File: src/rtl/mem_stage.sv
// Memory-access pipeline stage: holds one instruction from EX, waits for its data-SRAM
// response when it is a load, aligns/extends the data and hands the result on to WB.
module mem_stage #(
  parameter int EXREG_LEN  = 158,
  parameter int MEMREG_LEN = 153,
  parameter int BYPASS_LEN = 39
) (
  input  logic                  clk,
  input  logic                  reset,
  input  logic                  EX_ready_go,
  input  logic [EXREG_LEN-1:0]  EXreg_bus,
  output logic                  MEM_allow_in,
  output logic                  MEM_ready_go,
  input  logic                  WB_allow_in,
  output logic                  valid,
  output logic [MEMREG_LEN-1:0] MEMreg_bus,
  input  logic                  data_sram_data_ok,
  input  logic [31:0]           data_sram_rdata,
  input  logic                  flush,
  output logic [BYPASS_LEN-1:0] MEM_bypass_bus
);

  typedef struct packed {
    logic        has_sys;
    logic        ertn;
    logic [79:0] csr_ctrl;
    logic        res_from_csr;
    logic [2:0]  ld_op;
    logic        res_from_mem;
    logic        req_issued;
    logic [31:0] alu_result;
    logic        rf_we;
    logic [4:0]  rf_waddr;
    logic [31:0] pc;
  } ex_bus_t;

  // Everything from EX except req_issued, which only steers the state on accept.
  typedef struct packed {
    logic        has_sys;
    logic        ertn;
    logic [79:0] csr_ctrl;
    logic        res_from_csr;
    logic [2:0]  ld_op;
    logic        res_from_mem;
    logic [31:0] alu_result;
    logic        rf_we;
    logic [4:0]  rf_waddr;
    logic [31:0] pc;
  } hold_t;

  localparam logic [1:0] ST_EMPTY = 2'd0;
  localparam logic [1:0] ST_WAIT  = 2'd1;
  localparam logic [1:0] ST_DONE  = 2'd2;

  ex_bus_t     ex_in;
  hold_t       hold_d;
  hold_t       hold_q;
  logic [1:0]  state;
  logic [1:0]  state_nxt;
  logic        mem_valid;
  logic [1:0]  discard_cnt;
  logic [31:0] rdata_buf;

  logic        resp_own;
  logic        accept;
  logic        leave;
  logic        wait_flush;
  logic [31:0] load_word;
  logic [7:0]  load_byte;
  logic [15:0] load_half;
  logic [31:0] load_data;
  logic [31:0] final_result;
  logic        load_pending;

  assign ex_in  = EXreg_bus;
  assign hold_d = {ex_in.has_sys, ex_in.ertn, ex_in.csr_ctrl, ex_in.res_from_csr, ex_in.ld_op,
                   ex_in.res_from_mem, ex_in.alu_result, ex_in.rf_we, ex_in.rf_waddr, ex_in.pc};

  // A response belongs to the held load only once all flushed loads' responses have drained.
  assign resp_own     = (state == ST_WAIT) & data_sram_data_ok & (discard_cnt == 2'd0);
  assign MEM_ready_go = (state == ST_DONE) | resp_own;
  assign valid        = mem_valid & MEM_ready_go;
  assign MEM_allow_in = ~mem_valid | (MEM_ready_go & WB_allow_in);
  assign accept       = EX_ready_go & MEM_allow_in & ~flush;
  assign leave        = mem_valid & MEM_ready_go & WB_allow_in;
  assign wait_flush   = flush & (state == ST_WAIT);

  // NOTE: every always_comb output gets a default first so no path can infer a latch.
  always_comb begin
    state_nxt = state;
    if (flush)         state_nxt = ST_EMPTY;
    else if (accept)   state_nxt = ex_in.req_issued ? ST_WAIT : ST_DONE;
    else if (leave)    state_nxt = ST_EMPTY;
    else if (resp_own) state_nxt = ST_DONE;
  end

  // NOTE: state uses non-blocking assignments so every register samples pre-edge values.
  // NOTE: payload and data buffer are reset too, so MEMreg_bus reads all-zero out of reset.
  always_ff @(posedge clk or negedge reset) begin
    if (!reset) begin
      state       <= ST_EMPTY;
      mem_valid   <= 1'b0;
      discard_cnt <= 2'd0;
      rdata_buf   <= 32'd0;
      hold_q      <= '0;
    end else begin
      state <= state_nxt;
      if (flush)       mem_valid <= 1'b0;
      else if (accept) mem_valid <= 1'b1;
      else if (leave)  mem_valid <= 1'b0;
      if (accept) hold_q <= hold_d;
      if (resp_own && !flush) rdata_buf <= data_sram_rdata;
      // A flushed load still owes one response; a same-cycle response cancels the debt.
      if (wait_flush && !data_sram_data_ok) begin
        if (discard_cnt != 2'd3) discard_cnt <= discard_cnt + 2'd1;
      end else if (!wait_flush && data_sram_data_ok && discard_cnt != 2'd0) begin
        discard_cnt <= discard_cnt - 2'd1;
      end
    end
  end

  // In WAIT the response is forwarded combinationally; in DONE it comes from the buffer.
  assign load_word = (state == ST_DONE) ? rdata_buf : data_sram_rdata;
  assign load_half = hold_q.alu_result[1] ? load_word[31:16] : load_word[15:0];

  always_comb begin
    load_byte = load_word[7:0];
    case (hold_q.alu_result[1:0])
      2'd1:    load_byte = load_word[15:8];
      2'd2:    load_byte = load_word[23:16];
      2'd3:    load_byte = load_word[31:24];
      default: load_byte = load_word[7:0];
    endcase
  end

  always_comb begin
    load_data = load_word;
    case (hold_q.ld_op)
      3'b001:  load_data = {{24{load_byte[7]}}, load_byte};
      3'b010:  load_data = {{16{load_half[15]}}, load_half};
      3'b011:  load_data = {24'd0, load_byte};
      3'b100:  load_data = {16'd0, load_half};
      default: load_data = load_word;
    endcase
  end

  assign final_result = hold_q.res_from_mem ? load_data : hold_q.alu_result;
  assign load_pending = mem_valid & (state == ST_WAIT) & ~MEM_ready_go;

  assign MEMreg_bus = {hold_q.has_sys, hold_q.ertn, hold_q.csr_ctrl, hold_q.res_from_csr,
                       final_result, hold_q.rf_we, hold_q.rf_waddr, hold_q.pc};

  assign MEM_bypass_bus = {load_pending, hold_q.rf_waddr, hold_q.rf_we & mem_valid, final_result};

endmodule

File: config.mk
export PLATFORM = sky130hd
export DESIGN_NAME = mem_stage
export DESIGN_NICKNAME = d
export VERILOG_FILES = /design/src/rtl/mem_stage.sv
export SDC_FILE = /design/constraint.sdc
export NUM_CORES = 1
export LEC_CHECK = 0
export BUFFER_PORTS_ARGS = -buffer_cell sky130_fd_sc_hd__buf_2
export CAP_MARGIN = 25
export CELL_PAD_IN_SITES_DETAIL_PLACEMENT = 0
export CELL_PAD_IN_SITES_GLOBAL_PLACEMENT = 1
export CORE_MARGIN = 3
export CORE_UTILIZATION = 33
export DETAILED_ROUTE_END_ITERATION = 12
export PLACE_DENSITY = 0.75
export SYNTH_ARGS = -nofsm -noshare
export SYNTH_HDL_FRONTEND = slang
export SYNTH_SLANG_ARGS = --single-unit
File: constraint.sdc
create_clock -name clk -period 2 [get_ports clk]
set_input_delay 0.4 -clock clk [delete_from_list [all_inputs] [get_ports clk]]
set_output_delay 0.4 -clock clk [all_outputs]
set_load 0.005 [all_outputs]
==> metrics.md <==
| Metric | Value |
|---|---|
| Status | complete, but fails checks |
| Violated checks | setup timing |
| Worst R2R End | hold_q[40] |
| WHS Endpoint | discard_cnt[0] |
| Yosys top cell by area | dfrtp_1 |
| Clock latency on the worst-skew pair | roughly 0.45 ns |
| Final nets | about 1700 |
| First-pass GRT wire length | roughly 54000 um |
| Number of synthesized flops with an enable pin | 0 |
| Largest cells by area after synthesis | dfrtp_1, nand2_1, buf_4 |
| Routed length on met1 | ~17000 um |
| Top cells by count, synth | nand2_1, dfrtp_1, buf_4 |
| Slew margin rel. | around 66% |
| Vias per cell | between 5 and 6 |
| Min cycle time layout | roughly 2.8 ns |
| Crit path kind | register to output port |
| Wire length on met3 | ~2800 um |
| Final number of hold-violating endpoints | 0 |
| Clock skew | about 0.016 ns |
| Die W | about 190 um |
| Vias in the first global route | roughly 9400 |
| CTS tree | built |
| Core area | 0.03164 mm2 |
| Worst slew pin tran | between 0.5 and 0.6 ns |
| Gate Count Post-Synth | roughly 1200 |
| Port bufs | 390 |
| Worst setup EP type | output port |
| Req. time, crit path | about 1.6 ns |
| Clock tree buffer depth | 2 |
| Highest routed layer | met5 |
| Placed Area | 0.01276 mm2 |
| Setup Viol. Count Final | about 230 |
| Asr flop ratio synth | 100.0% |
| Layout Utilization | 49.80% |
| Netlist Area Pre-Place | roughly 0.011 mm2 |
| Layout cells sized above 1 | a little under three fifths |
| Max-cap violations | 0 |
| Syn_nets | 1370 |
| GP Congestion | approximately 0.92 |
| Crit path buf inv count | 2 |
| Warnings from Yosys | 0 |
| Pwr Density | approximately 890 mW/mm2 |
| Chip Height | around 190 um |
| Seq/Total Area, Yosys | approximately 46% |
| Class of the worst hold path | primary input to register |
| Area Overhead vs Synth | 48.40% |
| Hold_sp | data_sram_data_ok |
| Synth Flop Type | dfrtp_1 |
| Cell Rows | 65 |
| Congestion Overflow GR | 0 |
| Setup crit start kind | register |
| Via count | slightly below 10000 |
| Htree depth | 4 |
| Routed wire length | between 40000 and 50000 um |
| Dpl hpwl | roughly 26000 um |
| CTS sink cnt | 194 |
| Slowest CP cell | mux4_2 |
| Die footprint | roughly 0.034 mm2 |
| Final worst path period share | 137.6% |
| Starting Density | about a third |
| Worst-path fanout max | 12 |
| Synth Area per Inst | 9.044 um2 |
| Top Family by Delay on Critical Path | multiplexers |
| CTS root buffer | clkbuf_16 |
| # IOs | 391 |
| Final WS setup | -0.7519 ns |
| Residual DRC | 0 |
| Final ANT Viol Nets | 0 |
| Peak supply drop | approximately 0.63 mV |
| RSZ-0062 raised after global routing | yes |
| Antenna violations before repair | 8 |
| Hold path depth | 2 |
| Post-synth top area share | between 40% and 50% |
| Yosys reg bits | around 190 |
| R2R depth | 11 |
| Leak pwr | ~7.4 nW |
| WL met2 | around 20000 um |
| RR Startpoint | state[1] |
| Top-count cell post-synth | nand2_1 |
| Critical-path cell list | nor2b_4 -> buf_12 -> mux4_2 -> and2_1 -> o31a_1 -> buf_2 |
| Finished Cell Area | about 0.016 mm2 |
| CP max stage delay | roughly 0.52 ns |
| CTS buffer count | 17 |
| Starting DRT DRC Count | about 600 |
| Largest net degree at the start of global routing | about 80 |
| Total track usage | between 20% and 30% |
| Drt first pass iters | 5 |
| Final max-slew violation count | 0 |
| Worst Path Arrival | 2.35 ns |
| Avg WL per Cell | between 20 and 25 um |
| R2R Setup Slk | -0.10 ns |
| Fmax | 363.4 MHz |
| Count of different cell masters after synthesis | 52 |
| CTS clk-pin slew, worst paths | around 0.07 ns |
worst max path at each step:
stage	to	slack (ns)	from	cells after the start
global placement	MEMreg_bus[52]	-0.30	hold_q[39]	5
detailed placement	MEM_bypass_bus[13]	-0.33	state[1]	6
global route	MEM_bypass_bus[13]	-0.84	state[0]	6
CTS	MEM_bypass_bus[13]	-0.77	state[0]	6
finish	MEM_bypass_bus[13]	-0.75	state[0]	6
floorplan	MEMreg_bus[48]	-0.21	state[0]	6
logic make-up after synthesis:
family | Yosys count | synth area share, %
simple gates | 395 | 14.87
compound gates | 248 | 15.32
buf+inv | 265 | 15.79
xor+xnor | 2 | 0.2357
flops | 194 | 45.72
mux | 70 | 8.060
area by class of cell:
class                      count  area [um2]
clock inverter                13       136.4
antenna                        4       10.01
inverter                       8       30.03
sequential                   194        4857
clock buffer                  19       442.9
tap                          402       503.0
multi-input combinational    715        5787
fill                        2903       15880
timing repair buffer         544        3990
where the power goes:
group,switching (mW),internal [mW]
combinational,2.54,2.68
sequential,0.525,4.68
clock,1.72,1.80
total,4.79,9.16
metal layers:
layer | up-vias | track usage (%)
met1 | 4886 | 26.66
met4 | 8 | 6.573
met3 | 63 | 5.302
li1 | 4523 | -
met5 | - | 0
met2 | 393 | 33.21
stage by stage:
step | TNS [ns] | setup WS (ns) | power (mW) | hold slack [ns] | std cells
5_1_grt | -73.48 | -0.8392 | 14.67 | 0.1675 | 1899
3_5_place_dp | -15.61 | -0.3274 | 9.354 | 0.4149 | 1811
4_1_cts | -49.82 | -0.7692 | 13.21 | 0.1481 | 1862
6_report | -52.34 | -0.7519 | 13.95 | 0.1817 | 1899
3_3_place_gp | -14.70 | -0.3048 | 9.285 | 0.4110 | 1811
2_1_floorplan | -5.250 | -0.2058 | 8.120 | 0.1044 | 1174
layout by cell type, fill, tap and decap left out, types with 26 or more instances in the layout:
cell | synthesis | layout
nor2_1 | 30 | 28
nand2_1 | 337 | 336
dfrtp_1 | 194 | 192
o22ai_2 | 0 | 124
mux2_4 | 0 | 33
buf_4 | 161 | 82
buf_12 | 0 | 32
o22ai_4 | 0 | 26
clkbuf_16 | 0 | 32
buf_2 | 44 | 381
state kept, by name (all words and copies together) (netlist names):
register,cells
MEM_bypass_bus,5
mem_valid,1
state,2
MEMreg_bus,116
hold_q,36
discard_cnt,2
rdata_buf,32
timing repair:
action                                 in CTS  in global routing
pin swaps                                  19                 12
endpoints found under the hold margin      39                  0
hold buffers                                1                  0
buffers inserted                           16                 13
resized for setup                          50                255
cloned                                      2                 22
setup endpoints to repair                  68                252
No activity file was read; power rests on OpenSTA's default activity.
